**config.mk**
```make
export PLATFORM = sky130hd
export DESIGN_NAME = jk_input_conditioner_flat
export DESIGN_NICKNAME = d
export VERILOG_FILES = /design/src/rtl/jk_input_conditioner_if.sv /design/src/rtl/jk_input_conditioner.sv /design/src/flat_wrapper.sv
export SDC_FILE = /design/constraint.sdc
export NUM_CORES = 1
export LEC_CHECK = 0
export ABC_AREA = 1
export BUFFER_PORTS_ARGS = -buffer_cell sky130_fd_sc_hd__buf_2
export CAP_MARGIN = 10
export CORE_ASPECT_RATIO = 0.5
export CORE_MARGIN = 2
export CORE_UTILIZATION = 45
export CTS_CLUSTER_SIZE = 30
export DETAILED_ROUTE_END_ITERATION = 10
export SYNTH_ARGS = -nofsm -noshare
export SYNTH_HDL_FRONTEND = slang
export SYNTH_SLANG_ARGS = --single-unit
```
**constraint.sdc**
```tcl
create_clock -name clk -period 1.6 [get_ports clk]
set_input_delay 0.32 -clock clk [delete_from_list [all_inputs] [get_ports clk]]
set_output_delay 0.32 -clock clk [all_outputs]
set_load 0.02 [all_outputs]
```
**src/rtl/jk_input_conditioner_if.sv**
```systemverilog
// Signal bundle between the raw J/K pins and the conditioned J/K levels and strobes.
// The conditioner takes the slave view; whoever drives the raw pins takes the master view.
interface jk_input_conditioner_if;
    logic J_raw;
    logic K_raw;
    logic J;
    logic K;
    logic J_rise;
    logic K_rise;
    logic change;

    modport master (
        output J_raw, K_raw,
        input  J, K, J_rise, K_rise, change
    );

    modport slave (
        input  J_raw, K_raw,
        output J, K, J_rise, K_rise, change
    );
endinterface

```
**src/rtl/jk_input_conditioner.sv**
```systemverilog
// Synchronises and debounces the raw J/K switch inputs. It presents settled levels plus
// one-cycle strobes for each accepted change. Channel 0 is J and channel 1 is K.
module jk_input_conditioner #(
    parameter int unsigned DB_CYCLES = 1000000,
    parameter int unsigned CNT_W     = 20
) (
    input  logic                    clk,
    input  logic                    Clear_n,
    jk_input_conditioner_if.slave   bus
);

    typedef enum logic {
        STABLE = 1'b0,
        COUNT  = 1'b1
    } db_state_e;

    localparam logic [CNT_W-1:0] CNT_ONE  = CNT_W'(1);
    localparam logic [CNT_W-1:0] CNT_LAST = CNT_W'(DB_CYCLES - 1);

    logic [1:0] raw;
    logic [1:0] level;
    logic [1:0] rise;
    logic [1:0] update;
    logic       change_q;

    assign raw = {bus.K_raw, bus.J_raw};

    for (genvar i = 0; i < 2; i++) begin : g_ch
        logic            s1_q;
        logic            s2_q;
        logic            out_q;
        logic            out_d;
        logic            rise_q;
        logic            upd;
        db_state_e       state_q;
        db_state_e       state_d;
        logic [CNT_W-1:0] cnt_q;
        logic [CNT_W-1:0] cnt_d;

        // NOTE: sequential state uses non-blocking assignments so every flop samples
        // pre-edge values; the synchroniser chain depends on this to stay two deep.
        always_ff @(posedge clk or negedge Clear_n) begin
            if (!Clear_n) begin
                s1_q    <= 1'b0;
                s2_q    <= 1'b0;
                state_q <= STABLE;
                cnt_q   <= '0;
                out_q   <= 1'b0;
                rise_q  <= 1'b0;
            end else begin
                s1_q    <= raw[i];
                s2_q    <= s1_q;
                state_q <= state_d;
                cnt_q   <= cnt_d;
                out_q   <= out_d;
                rise_q  <= upd & s2_q;
            end
        end

        // NOTE: every combinational output gets a default before the case so no path
        // leaves it unassigned, which would otherwise infer a latch.
        always_comb begin
            state_d = state_q;
            cnt_d   = cnt_q;
            out_d   = out_q;
            upd     = 1'b0;
            case (state_q)
                STABLE: begin
                    if (s2_q != out_q) begin
                        if (DB_CYCLES == 1) begin
                            out_d = s2_q;
                            upd   = 1'b1;
                        end else begin
                            state_d = COUNT;
                            cnt_d   = CNT_ONE;
                        end
                    end
                end
                COUNT: begin
                    // A bounce back to the current level throws away the partial count.
                    if (s2_q == out_q) begin
                        state_d = STABLE;
                        cnt_d   = '0;
                    end else if (cnt_q == CNT_LAST) begin
                        out_d   = s2_q;
                        upd     = 1'b1;
                        state_d = STABLE;
                        cnt_d   = '0;
                    end else begin
                        cnt_d = cnt_q + CNT_ONE;
                    end
                end
            endcase
        end

        assign level[i]  = out_q;
        assign rise[i]   = rise_q;
        assign update[i] = upd;
    end

    // Simultaneous updates on both channels collapse into one pulse.
    always_ff @(posedge clk or negedge Clear_n) begin
        if (!Clear_n) begin
            change_q <= 1'b0;
        end else begin
            change_q <= |update;
        end
    end

    assign bus.J      = level[0];
    assign bus.K      = level[1];
    assign bus.J_rise = rise[0];
    assign bus.K_rise = rise[1];
    assign bus.change = change_q;

endmodule

```
**src/flat_wrapper.sv**
```systemverilog
// flat-port wrapper written by rule: the top's interface ports become plain ports
module jk_input_conditioner_flat 
#(
    parameter int unsigned DB_CYCLES = 1000000,
    parameter int unsigned CNT_W     = 20
)
  (clk, Clear_n, bus_J_raw, bus_K_raw, bus_J, bus_K, bus_J_rise, bus_K_rise, bus_change);
  jk_input_conditioner_if bus_i ();
  input  logic clk;
  input  logic Clear_n;
  input wire logic [$bits(bus_i.J_raw)-1:0] bus_J_raw;
  input wire logic [$bits(bus_i.K_raw)-1:0] bus_K_raw;
  output wire logic [$bits(bus_i.J)-1:0] bus_J;
  output wire logic [$bits(bus_i.K)-1:0] bus_K;
  output wire logic [$bits(bus_i.J_rise)-1:0] bus_J_rise;
  output wire logic [$bits(bus_i.K_rise)-1:0] bus_K_rise;
  output wire logic [$bits(bus_i.change)-1:0] bus_change;
  assign bus_i.J_raw = bus_J_raw;
  assign bus_i.K_raw = bus_K_raw;
  assign bus_J = bus_i.J;
  assign bus_K = bus_i.K;
  assign bus_J_rise = bus_i.J_rise;
  assign bus_K_rise = bus_i.K_rise;
  assign bus_change = bus_i.change;
  jk_input_conditioner #(.DB_CYCLES(DB_CYCLES), .CNT_W(CNT_W)) u_core (.clk(clk), .Clear_n(Clear_n), .bus(bus_i));
endmodule
```
-- Yosys cells after proc, flatten, opt, wreduce, memory -nomap -nowiden
Index checks and enable logic that the tools add are counted.
- flip-flop bits (word level): 51
- input bits: 4
- output and inout bits: 5
- logic and storage cells: 54
- add/subtract/negate cells: 2
- equality and inequality tests: 8
- muxes and demuxes: 22
- bitwise operators: 6
- reductions and logical operators: 3
- operator list (kind ; count):
    two-way mux 20 bit ; 6
    case mux 20 bit (2 select lines) ; 2
    adder 20 x 1 -> 20 bit (second input constant) ; 2
    equality test 20 bit (second input constant) ; 2
    two-way mux 1 bit ; 12
    AND reduction 3 bit ; 2
    inequality test 2 x 1 -> 1 bit (second input constant) ; 2
    inverter 1 bit ; 4
    case mux 1 bit (2 select lines) ; 2
    AND 1 bit ; 2
    equality test 1 bit ; 2
    inequality test 1 bit ; 2
    OR reduction 2 bit ; 1

-- Longest topological paths before layout
Gate-level depths: netlist (run 1).
- depth in word-level cells: 5
- mapped depth: 9
- depth with buffers taken out: 9

-- Least setup slack after synthesis (run 1)
Ideal clock, no wire load.
- path type: register to register
- start point: register u_core.g_ch[1].cnt_q[0]
- end point: register u_core.g_ch[1].cnt_q[12]
- library setup time: 117 ps
- arrival: 1282 ps
- data required time: 1483 ps
- setup slack: 201 ps
- cell stages (with the launch flop): 9
- path buffers: 0
- cells stage by stage: dfrtp_1 > ha_1 > nand2_1 > nor2_1 > nand3_1 > inv_2 > or2_2 > nand3_1 > nand2_1
- cells in the longest elaborated chain, start to end: 4
- elaborated cells between the ends (all ways): 5
- classes of those cells: add/sub: 1; eq/ne: 1; mux: 3
- ends and longest elaborated chain (element ; RTL line ; text):
    start, declared ; jk_input_conditioner.sv:37 ; logic [CNT_W-1:0] cnt_q;
    start signal, assigned ; jk_input_conditioner.sv:54 ; cnt_q <= cnt_d;
    adder 20 x 1 -> 20 bit / equality test 20 bit (equally long branches) ; jk_input_conditioner.sv:90, jk_input_conditioner.sv:84 ;
    two-way mux 20 bit (*) ; jk_input_conditioner.sv:84 ; end else if (cnt_q == CNT_LAST) begin
    two-way mux 20 bit (*) ; jk_input_conditioner.sv:81 ; if (s2_q == out_q) begin
    case mux 20 bit (2 select lines) (*) ; jk_input_conditioner.sv:67 ; case (state_q)
Mark *: on every way between the ends. The rest lies on a longest branch, timed or not.
A chain may end at the register's enable or synchronous reset.

-- Worst setup path after layout (run 1)
Same ends and word-level chain as after synthesis.

==> results of run 1 <==
[what timing repair did]
item	CTS	global route
hold buffers	1	0
endpoints found under the setup margin	0	21
resized for setup	0	5
setup buffers	0	2
endpoints found under the hold margin	16	0
[routing by layer]
layer / wire length (um) / GRT usage (%) / vias to the layer above
met5: 0 / 0 / -
met4: 82 / 4.65 / 0
met3: 259 / 4.60 / 8
met2: 3070 / 31.0 / 48
met1: 3300 / 27.4 / 1256
li1: - / - / 1381
[sequential cells by signal, summed over array words and instances (netlist names)]
name / cells
u_core.bus.J_rise: 1
u_core.g_ch.s2_q: 2
u_core.g_ch.s1_q: 2
u_core.bus.change: 1
u_core.bus.K_rise: 1
u_core.g_ch.state_q: 2
u_core.bus.K: 1
u_core.bus.J: 1
u_core.g_ch.cnt_q: 40
[stage by stage]
step,instance area [um2],hold WS [ps]
finish,3490,128
global route,3490,122
CTS,3470,125
detailed placement,3310,292
global placement,3310,284
floorplan,3060,24.4
[worst paths after layout]
path,to,slack [ps],cells after the start
min reg2reg,u_core.g_ch[1].s2_q$_DFF_PN0_,350,0
min,u_core.g_ch[1].s1_q$_DFF_PN0_,130,1
max,u_core.g_ch[1].cnt_q[12]$_DFFE_PN0P_,90,8
max in group asynchronous,u_core.g_ch[0].cnt_q[17]$_DFFE_PN0P_,580,3
max reg2reg,u_core.g_ch[1].cnt_q[12]$_DFFE_PN0P_,90,8
min in group asynchronous,u_core.g_ch[1].cnt_q[4]$_DFFE_PN0P_,510,2
[kinds of logic (layout without fill, tap and decap cells)]
| group | after synthesis | in the layout |
|---|---|---|
| adder cells (fa/ha/maj) | 2 | 2 |
| XOR/XNOR | 15 | 15 |
| AND/OR/NAND/NOR | 260 | 260 |
| AO/OA/AOI/OAI | 32 | 32 |
| buffers and inverters | 63 | 91 |
| flip-flops | 51 | 51 |
[layout make-up]
cell class / instances / area [um2] / area share, %
Multi-Input combinational cell: 309 / 1540 / 44.2
Sequential cell: 51 / 1280 / 36.6
Inverter: 60 / 228 / 6.52
Timing Repair Buffer: 23 / 180 / 5.16
Clock buffer: 5 / 125 / 3.58
Tap cell: 92 / 115 / 3.30
Clock inverter: 3 / 23.8 / 0.681
[worst max-delay path: cells and delay by family (launching register included)]
family / cells / cell delay [ps]
and+or+nand+nor: 6 / 680
buffers and inverters: 1 / 70
DFF: 1 / 410
adders and majority gates: 1 / 250
[layout by cell type, fill, tap and decap left out, types with 6 or more instances in the layout]
| master | count |
|---|---|
| buf_2 | 8 |
| o22ai_1 | 9 |
| nand2_2 | 6 |
| dfrtp_1 | 51 |
| buf_4 | 12 |
| inv_2 | 6 |
| nand3_1 | 42 |
| xor2_1 | 13 |
| nor2_1 | 48 |
| inv_1 | 53 |
| o21ai_0 | 11 |
| nor2_2 | 8 |
| nand2_1 | 131 |
[where the power goes]
part | leakage, nW | switching [mW] | internal, mW
clock network | 0.0664 | 0.515 | 0.586
logic | 0.832 | 0.113 | 0.0712
registers | 0.692 | 0.0252 | 1.31
==> key figures, run 1 <==
Die
  • Die Y: 62.3 um
  • CORE AREA: 6620 um2
  • Die ar.: 7520 um2
  • Die Wd: ~120 um
  • Starting Density: 46.2%
  • Ports: 9
  • Cell Rows: 21

Cells and area
  • Layout Utilization: around 53%
  • Final antenna diode count: 0
  • Fin nets: roughly 460
  • Fillcell total: about 650
  • P&R area growth vs syn: 14.1%
  • Fraction of layout cells with a size suffix above 1: between 10% and 20%
  • Final Non-Filler Cells: between 500 and 600

Synth
  • Post-Syn Nets: between 400 and 500
  • Mux share of post-synthesis cell area: 0%
  • Synth top area cells: dfrtp_1 (42%), nand2_1 (16%), nand3_1 (6.9%)
  • Warnings from Yosys: 0
  • Register area share after synthesis: roughly two fifths
  • Post-synthesis average cell area: roughly 7.2 um2
  • Count of different cell masters after synthesis: 32
  • Area share of the largest cell type after synthesis: 41.7%
  • Simple-gate share of the synthesized area: about two fifths
  • Combinational family with the most area after synthesis: simple AND/OR/NAND/NOR gates
  • Ys flop type: dfrtp_1
  • Gate Count Post-Synth: ~420
  • Post-synth top cells: nand2_1 (131), inv_1 (54), dfrtp_1 (51), nor2_1 (49), nand3_1 (42)
  • Xor/xnor cell area share of the yosys netlist: 4.54%
  • Compound-cell area share of the yosys netlist: about 6.5%
  • Synthesis-stage register bit count: between 50 and 60
  • Adder-cell share of the synthesized area: less than 1%
  • Area of the mapped netlist: slightly above 3000 um2
  • Post-synth EDFFs: 0
  • Most frequent cell after synthesis: nand2_1
  • Async set-reset flop share out of synthesis: 100%
  • Leading area contributor after synthesis: dfrtp_1

Clock network
  • Clock tree root driver cell: clkbuf_16
  • CTS tree: done
  • TritonCTS sink count: just over 50
  • Clk buf depth: 2
  • CTS buffer count: 5
  • Worst skew pair latency: ~300 ps
  • Clk slew on worst S/H paths: 70 ps
  • H-tree levels: 2

Worst setup path
  • WP data arrival: roughly 1700 ps
  • Worst-path cell chain: ha_1, nand2_1, nor2_1, nand3_1, inv_2, or2_2, nand3_1, nand2_1
  • Worst Path Max Fanout: 6
  • Critical path required time: 1790 ps
  • Reg2reg start: u_core.g_ch[1].cnt_q[0]$_DFFE_PN0P_
  • Critical-path top delay cell: dfrtp_1
  • Critical path endpoint category: flip-flop
  • Type of origin of the critical path: flip-flop
  • Critical path class: flip-flop to flip-flop
  • CP Launch Point: u_core.g_ch[1].cnt_q[0]$_DFFE_PN0P_
  • CP peak stage delay: 410 ps

Timing
  • Unrepaired setup endpoints after global routing: false
  • Final setup viols: 0
  • Final hold violations: 0
  • Worst Skew: 9.41 ps
  • Worst rel slew slack: 69.4%
  • Setup_tns: 0 ps
  • Least-Margin Pin Slew: 459 ps
  • Crit path time final: 1510 ps
  • Max Slew Vio Count: 0
  • Worst Setup Slack, final: between 90 and 100 ps
  • Tcrit/Tclk final: a little over nine tenths
  • Fmax: between 600 and 700 MHz

Placed design
  • Port buffer count: 8
  • Detailed placer's ending HPWL: a little over 5 mm
  • Gpl congestion: ~0.95
  • Cells after DPL: roughly 530
  • Pre-CTS WS: 78.3 ps

Hold path
  • Hold crit path type: input pin to flip-flop
  • Beginning of the worst hold path: bus_K_raw

Route
  • DRC Markers: 0
  • Routed Antenna Nets: 0
  • WL final: roughly 6.7 mm
  • Vias/cell: roughly 5.0
  • Routed len/inst: 12.4 um
  • Detailed Routing Iterations Pass 1: 4
  • DR iter-0 viols: 186
  • DR vias: 2693

Pwr
  • Pleak: around 1.6 nW
  • Maximum VDD drop: 426 uV
  • PwrDens: 752 nW/um2
  • Final total power: between 2 and 3 mW

Outcome
  • Outcome: completed

GRT
  • Total grt overflow: 0
  • Initial antenna violation count: 0
  • First-pass GRT wire length: around 12 mm
  • Pin count of the biggest net entering global routing: 20
  • Overall routing resource usage: between 15 and 20%
  • Vias in the first global route: 2526

Flow run
  • Max-cap violations: 0
No activity file was read; power rests on OpenSTA's default activity.
==> inputs of run 2 (changes only) <==
--- a/config.mk
+++ b/config.mk
@@ -8,3 +8,2 @@
 export ABC_AREA = 1
-export BUFFER_PORTS_ARGS = -buffer_cell sky130_fd_sc_hd__buf_2
 export CAP_MARGIN = 10
@@ -15,2 +14,3 @@
 export DETAILED_ROUTE_END_ITERATION = 10
+export DONT_BUFFER_PORTS = 1
 export SYNTH_ARGS = -nofsm -noshare
==> constraint.sdc (replaced) <==
create_clock -name clk -period 1.6 [get_ports clk]
set_input_delay 0.4 -clock clk [delete_from_list [all_inputs] [get_ports clk]]
set_output_delay 0.4 -clock clk [all_outputs]
set_load 0.02 [all_outputs]
==> run 2 against run 1 <==
  * The flow now finishes with violations (negative hold slack)
  * Clock-buffer cell count unchanged
  * Critical path type unchanged
  * Critical endpoint is now u_core.g_ch[0].cnt_q[10]$_DFFE_PN0P_
  * Die area unchanged
  * Maximum frequency increased by 1.2%
  * Setup slack better by 18 ps
  * Utilization decreased by 0.74 points
==> key figures, run 2 (same netlist as run 1, synthesis figures left out) <==
Timing
  • Worst Skew: 7.17 ps (-2.25 ps)
  • Unrepaired setup endpoints after global routing: false
  • Final setup viols: 0 (unchanged)
  • Final hold violations: 51 (+51)
  • Fmax: 671 MHz (+1.2%)
  • Worst rel slew slack: 76.2% (+6.8 points)
  • Crit path time final: 1490 ps (-18.1 ps)
  • Tcrit/Tclk final: 93.2% (-1.1 points)
  • Max Slew Vio Count: 0 (unchanged)
  • Least-Margin Pin Slew: 356 ps (-102 ps)
  • Hold Slack: -208 ps (-336 ps)

GRT
  • First-pass GRT wire length: 12.0 mm (+1.5%)
  • Initial antenna violation count: 0 (unchanged)
  • Overall routing resource usage: 19.9% (+0.25 points)
  • Vias in the first global route: 2722 (+7.8%)
  • Met2 Usage GRT: 32.8% (+1.8 points)
  • Total grt overflow: 0 (unchanged)
  • Grt peak-use layer: met2
  • Pin count of the biggest net entering global routing: 52 (+160%)
  • Global-route met3 utilization: 4.60% (unchanged)
  • Grt met1 use: 26.0% (-1.4 points)

Die
  • Die ar.: 7520 um2 (unchanged)
  • Ports: 9 (unchanged)
  • Die Y: 62.3 um (unchanged)
  • CORE AREA: 6620 um2 (unchanged)
  • Die Wd: 121 um (unchanged)
  • Cell Rows: 21 (unchanged)
  • Starting Density: 46.2% (unchanged)

Pwr
  • Maximum VDD drop: 391 uV (-8.2%)
  • PwrDens: 832 nW/um2 (+11%)
  • Comb pwr share: 4.7% (-2.3 points)
  • Pint: 2.26 mW (+15%)
  • Sequential power share: 46.8% (-4.2 points)
  • Final total power: 2.86 mW (+9.1%)
  • Switching Power: 0.601 mW (-7.9%)
  • Sw frac: 21.0% (-3.9 points)
  • Clock share of power: 48.5% (+6.5 points)
  • Pleak: 1.54 nW (-3.0%)

Route
  • Detailed Routing Iterations Pass 1: 4 (unchanged)
  • Routed len/inst: 12.6 um (+2.0%)
  • WL final: 6.68 mm (-0.61%)
  • Routed Antenna Nets: 0 (unchanged)
  • DRC Markers: 0 (unchanged)
  • DR vias: 2688 (-0.19%)
  • Vias/cell: 5.08 (+2.5%)
  • DR iter-0 viols: 187 (+0.54%)

Cells and area
  • Most frequent cells in the layout: nand2_1 (131), inv_1 (53), dfrtp_1 (51), nor2_1 (48), nand3_1 (42)
  • Max reg flops: 40 (unchanged)
  • P&R area growth vs syn: 12.5%
  • Reg with most FFs: u_core.g_ch.cnt_q
  • Area of the multi-input gates: 1550 um2 (+0.49%)
  • Final antenna diode count: 0 (unchanged)
  • Commonest non-fill, non-tap cell in the layout: nand2_1
  • Fillcell total: 634 (-3.1%)
  • Final Cell Area: 3440 um2 (-1.4%)
  • Register cell area after layout: 1280 um2 (unchanged)
  • Fraction of layout cells with a size suffix above 1: 13.7% (-2.2 points)
  • Fin nets: 442 (-3.1%)

Clock network
  • H-tree levels: 2 (unchanged)
  • TritonCTS sink count: 51 (unchanged)
  • Clock tree root driver cell: clkbuf_16
  • Clk buf depth: 2 (unchanged)
  • CTS tree: done
  • CTS buffer count: 5 (unchanged)
  • Worst skew pair latency: 300 ps (about the same)
  • Clk slew on worst S/H paths: 70 ps (about the same)

Worst setup path
  • Critical path class: flip-flop to flip-flop
  • WP data arrival: 1680 ps (-20 ps)
  • Type of origin of the critical path: flip-flop
  • Critical path endpoint category: flip-flop
  • Critical path required time: 1790 ps (about the same)
  • Worst Path Max Fanout: 9 (+3)

Placed design
  • Post-DP Area: 3220 um2 (-2.5%)
  • Port buffer count: 0 (-8)
  • Gpl congestion: 0.893 (-5.9%)
  • Detailed placer's ending HPWL: 4.88 mm (-4.6%)

Outcome
  • Outcome: finished, violations left
  • Violated checks: negative hold slack

Hold path
  • Hold crit path type: input pin to asynchronous set/reset pin

Flow run
  • Max-cap violations: 0 (unchanged)
-- run 2: per-layer routing --
metal	wire [um]	part of all wire (%)
met5	0	0
met2	3090	46
met3	243	3.6
met4	116	1.7
met1	3230	48
-- run 2: final cells by class --
class,instances,share of cell area (%)
well taps,92,3.34
repair buffers,9,2.33
clock inverters,3,1.96
inverters,60,6.62
clock buffers,5,3.64
flip-flops and latches,51,37.1
multi-input cells,309,45.0
-- run 2: through the flow --
| stage | cells | hold slack [ps] | setup WS [ps] | TNS [ps] | utilization, % |
|---|---|---|---|---|---|
| after CTS | 528 | -213 | 17.9 | 0 | 51.7 |
| final | 529 | -208 | 109 | 0 | 52.0 |
| after global placement | 520 | 106 | 61.8 | 0 | 48.7 |
| after detailed placement | 520 | 106 | -37.8 | -85.5 | 48.7 |
| after floorplan | 423 | 104 | 201 | 0 | - |
| after global routing | 529 | -227 | 4.84 | 0 | 52.0 |
-- run 2: path summary, 6_finish.rpt --
check | startpoint | end | slack (ps) | cells past startpoint
max | u_core.g_ch[0].cnt_q[1]$_DFFE_PN0P_ | u_core.g_ch[0].cnt_q[10]$_DFFE_PN0P_ | 110 | 8
min | Clear_n | u_core.g_ch[1].cnt_q[16]$_DFFE_PN0P_ | -210 | 0
max reg2reg | u_core.g_ch[0].cnt_q[1]$_DFFE_PN0P_ | u_core.g_ch[0].cnt_q[10]$_DFFE_PN0P_ | 110 | 8
min reg2reg | u_core.g_ch[1].s1_q$_DFF_PN0_ | u_core.g_ch[1].s2_q$_DFF_PN0_ | 350 | 0
max in group asynchronous | Clear_n | u_core.g_ch[0].cnt_q[14]$_DFFE_PN0P_ | 1710 | 0
min in group clk | bus_K_raw | u_core.g_ch[1].s1_q$_DFF_PN0_ | 130 | 0
-- run 2: worst max-delay path: stages (launching register included) --
cell and delay (ps):
dfrtp_1 390, ha_2 220, nand2_2 90, nor2_4 170, nand3_2 140, nand2_2 120, inv_2 110, nand3_1 90
nand2_1 50
-- run 2: power groups by stage --
stage	registers, mW	clock network, mW	logic, mW
after detailed placement	1.36	0	0.128
final	1.34	1.39	0.135
after CTS	1.34	1.41	0.130
after global placement	1.36	0	0.124
after floorplan	1.36	0	0.0888
after global routing	1.34	1.49	0.152
-- run 2: what timing repair did --
item                       CTS  global route
buffers inserted             0             1
setup endpoints to repair    5            21
resized for setup            1             5
gates cloned                 0             0
hold endpoints to repair    51            51
==> inputs of run 3 (changes only) <==
CORE_ASPECT_RATIO = 0.75   (was 0.5)
==> run 3 against run 2 <==
  * The flow still finishes with violations (negative hold slack)
  * Sequential share of layout area increased by 0.24 points
  * Non-clock buffer count increased by 5
  * Via count decreased by 1.5%
  * Critical path depth unchanged
  * Routed wire length increased by 4.3%
  * Sequential power about the same
  * Sequential cell count unchanged
  * Utilization increased by 1.1 points
  * Total power decreased by 15%
  * Clock skew decreased by 1.0 ps
  * Hold slack got worse by 18 ps
  * Global-route usage about the same
  * Critical path type unchanged
  * Critical endpoint is now u_core.g_ch[1].cnt_q[11]$_DFFE_PN0P_
  * Largest power group is now sequential cells
==> key figures, run 3 (same netlist as run 1, synthesis figures left out) <==
Worst setup path
  • Critical-path top delay cell: dfrtp_1
  • Critical path class: flip-flop to flip-flop
  • Critical path endpoint category: flip-flop
  • Most used cell, CP: buf_4
  • WP data arrival: 1670 ps (about the same)
  • Critical path required time: 1790 ps (about the same)
  • Reg2reg path depth: 8 (unchanged)
  • Buf+Inv Stages, Crit Path: 3 (+2)
  • Reg2reg end: u_core.g_ch[1].cnt_q[11]$_DFFE_PN0P_
  • Largest delay share family, worst path: simple AND/OR/NAND/NOR gates
  • Flop2flop setup slack: 120 ps (about the same)
  • Worst-path cell chain: buf_4, buf_4, inv_1, nor2_1, nand2_2, nor2_4, xor2_1, o21ai_0
  • Reg2reg start: u_core.g_ch[1].cnt_q[0]$_DFFE_PN0P_
  • Worst Path Max Fanout: 4 (-5)
  • CP peak stage delay: 380 ps (about the same)
  • Type of origin of the critical path: flip-flop

Route
  • Routed len/inst: 13.3 um (+5.5%)
  • DRC Markers: 0 (unchanged)
  • Vias/cell: 5.07 (-0.32%)
  • WL final: 6.97 mm (+4.3%)
  • DR vias: 2649 (-1.5%)
  • Detailed Routing Iterations Pass 1: 5 (+1)
  • DR iter-0 viols: 161 (-14%)
  • Routed Antenna Nets: 0 (unchanged)

Cells and area
  • Commonest non-fill, non-tap cell in the layout: nand2_1
  • Final Cell Area: 3420 um2 (-0.65%)
  • Fraction of layout cells with a size suffix above 1: 15.2% (+1.4 points)
  • Final antenna diode count: 0 (unchanged)
  • Fin nets: 447 (+1.1%)
  • Layout Utilization: 53.1% (+1.1 points)
  • Max reg flops: 40 (unchanged)
  • Reg with most FFs: u_core.g_ch.cnt_q
  • Most frequent cells in the layout: nand2_1 (131), inv_1 (54), dfrtp_1 (51), nor2_1 (46), nand3_1 (42)
  • P&R area growth vs syn: 11.7%

Die
  • Die Y: 75.4 um (+21%)
  • Cell Rows: 25 (+19%)
  • CORE AREA: 6440 um2 (-2.7%)
  • Starting Density: 47.5% (+1.3 points)
  • Ports: 9 (unchanged)
  • Die ar.: 7480 um2 (-0.44%)
  • Die Wd: 99.2 um (-18%)

GRT
  • Total grt overflow: 0 (unchanged)
  • Overall routing resource usage: 19.9% (about the same)
  • Pin count of the biggest net entering global routing: 52 (unchanged)
  • Vias in the first global route: 2334 (-14%)
  • Initial antenna violation count: 0 (unchanged)
  • First-pass GRT wire length: 11.6 mm (-3.2%)

Placed design
  • Pre-CTS WS: -19.3 ps (+18.4 ps)
  • Detailed placer's ending HPWL: 5.21 mm (+6.7%)
  • Post-DP Area: 3220 um2 (-0.19%)
  • Port buffer count: 0 (unchanged)
  • Gpl congestion: 0.945 (+5.9%)

Outcome
  • Outcome: finished, violations left
  • Violated checks: negative hold slack

Timing
  • Crit path time final: 1480 ps (-10.2 ps)
  • Worst Setup Slack, final: 119 ps (+10.2 ps)
  • Least-Margin Pin Slew: 382 ps (+26.0 ps)
  • Fmax: 675 MHz (+0.69%)
  • Worst Skew: 6.13 ps (-1.04 ps)
  • Hold Slack: -226 ps (-17.9 ps)
  • Max Slew Vio Count: 0 (unchanged)
  • Worst rel slew slack: 74.5% (-1.7 points)
  • Tcrit/Tclk final: 92.6% (-0.64 points)
  • Final setup viols: 0 (unchanged)
  • Final hold violations: 51 (unchanged)

Pwr
  • Final total power: 2.42 mW (-15%)
  • Pleak: 1.54 nW (+0.13%)
  • PwrDens: 708 nW/um2 (-15%)
  • Maximum VDD drop: 358 uV (-8.6%)

Flow run
  • Max-cap violations: 0 (unchanged)

Clock network
  • Clk slew on worst S/H paths: 100 ps (+30 ps)
  • CTS tree: done
  • TritonCTS sink count: 51 (unchanged)
  • Clk buf depth: 2 (unchanged)
  • Clock tree root driver cell: clkbuf_8
  • Worst skew pair latency: 300 ps (about the same)
  • CTS buffer count: 5 (unchanged)
  • H-tree levels: 2 (unchanged)

Hold path
  • Hold crit path type: input pin to asynchronous set/reset pin
## run 3: cell types whose count changed in the layout (fill, tap and decap cells not counted), moves of 2 or more
cell / before / now
nor2_1: 48 / 46
clkbuf_8: 0 / 5
clkbuf_16: 5 / 0
nor2_2: 7 / 9
buf_4: 8 / 12
## run 3: cell type report
class,count,area (um2)
clock buffers,5,68.8
flip-flops and latches,51,1280
well taps,81,101
clock inverters,3,43.8
repair buffers,14,130
inverters,60,228
multi-input cells,309,1570
fillers,632,3020
## run 3: worst reg2reg max path, cell delays in order (launching register included)
cell     delay [ps]
dfrtp_1         380
buf_4           120
buf_4           100
inv_1            40
nor2_1          170
nand2_2         150
nor2_4          150
xor2_1          160
o21ai_0         100
## run 3: where the power goes
group          internal [mW]  total [mW]  switching, mW
clock                  0.467       0.919          0.452
sequential              1.31        1.34         0.0221
combinational         0.0679       0.166         0.0980
total                   1.85        2.42          0.572
## run 3: repair_timing
item                       4_1_cts  5_1_grt
hold endpoints to repair        51       51
setup endpoints to repair        5       26
setup buffers                    0        5
pin swaps                        0        2
gates resized for setup          1        8
## run 3: how the worst max path moves through the flow
stage / from / end / slack, ps / depth (start not counted)
after global routing: u_core.g_ch[1].cnt_q[0]$_DFFE_PN0P_ / u_core.g_ch[1].cnt_q[17]$_DFFE_PN0P_ / -0.2 / 8
after CTS: u_core.g_ch[1].cnt_q[0]$_DFFE_PN0P_ / u_core.g_ch[1].cnt_q[19]$_DFFE_PN0P_ / 30 / 8
after floorplan: u_core.g_ch[1].cnt_q[0]$_DFFE_PN0P_ / u_core.g_ch[1].cnt_q[12]$_DFFE_PN0P_ / 200 / 8
after detailed placement: u_core.bus.J$_DFFE_PN0P_ / u_core.g_ch[0].cnt_q[3]$_DFFE_PN0P_ / -20 / 6
after global placement: u_core.bus.J$_DFFE_PN0P_ / u_core.g_ch[0].cnt_q[8]$_DFFE_PN0P_ / 40 / 6
final: u_core.g_ch[1].cnt_q[0]$_DFFE_PN0P_ / u_core.g_ch[1].cnt_q[11]$_DFFE_PN0P_ / 120 / 8
## run 3: routing by layer
layer / global-route usage, % / part of all wire [%] / up-vias
met4: 4.11 / 0.76 / 0
met2: 25.8 / 36 / 58
met3: 3.85 / 5.2 / 6
met1: 33.2 / 58 / 1221
li1: - / - / 1364
met5: 0 / 0 / -
## run 3: through the flow
step           setup TNS [ps]  std cells  hold slack (ps)
3_3_place_gp                0        510              105
2_1_floorplan               0        423              104
6_report                    0        523             -226
3_5_place_dp            -62.2        510              106
4_1_cts                     0        518             -233
5_1_grt                -0.195        523             -241
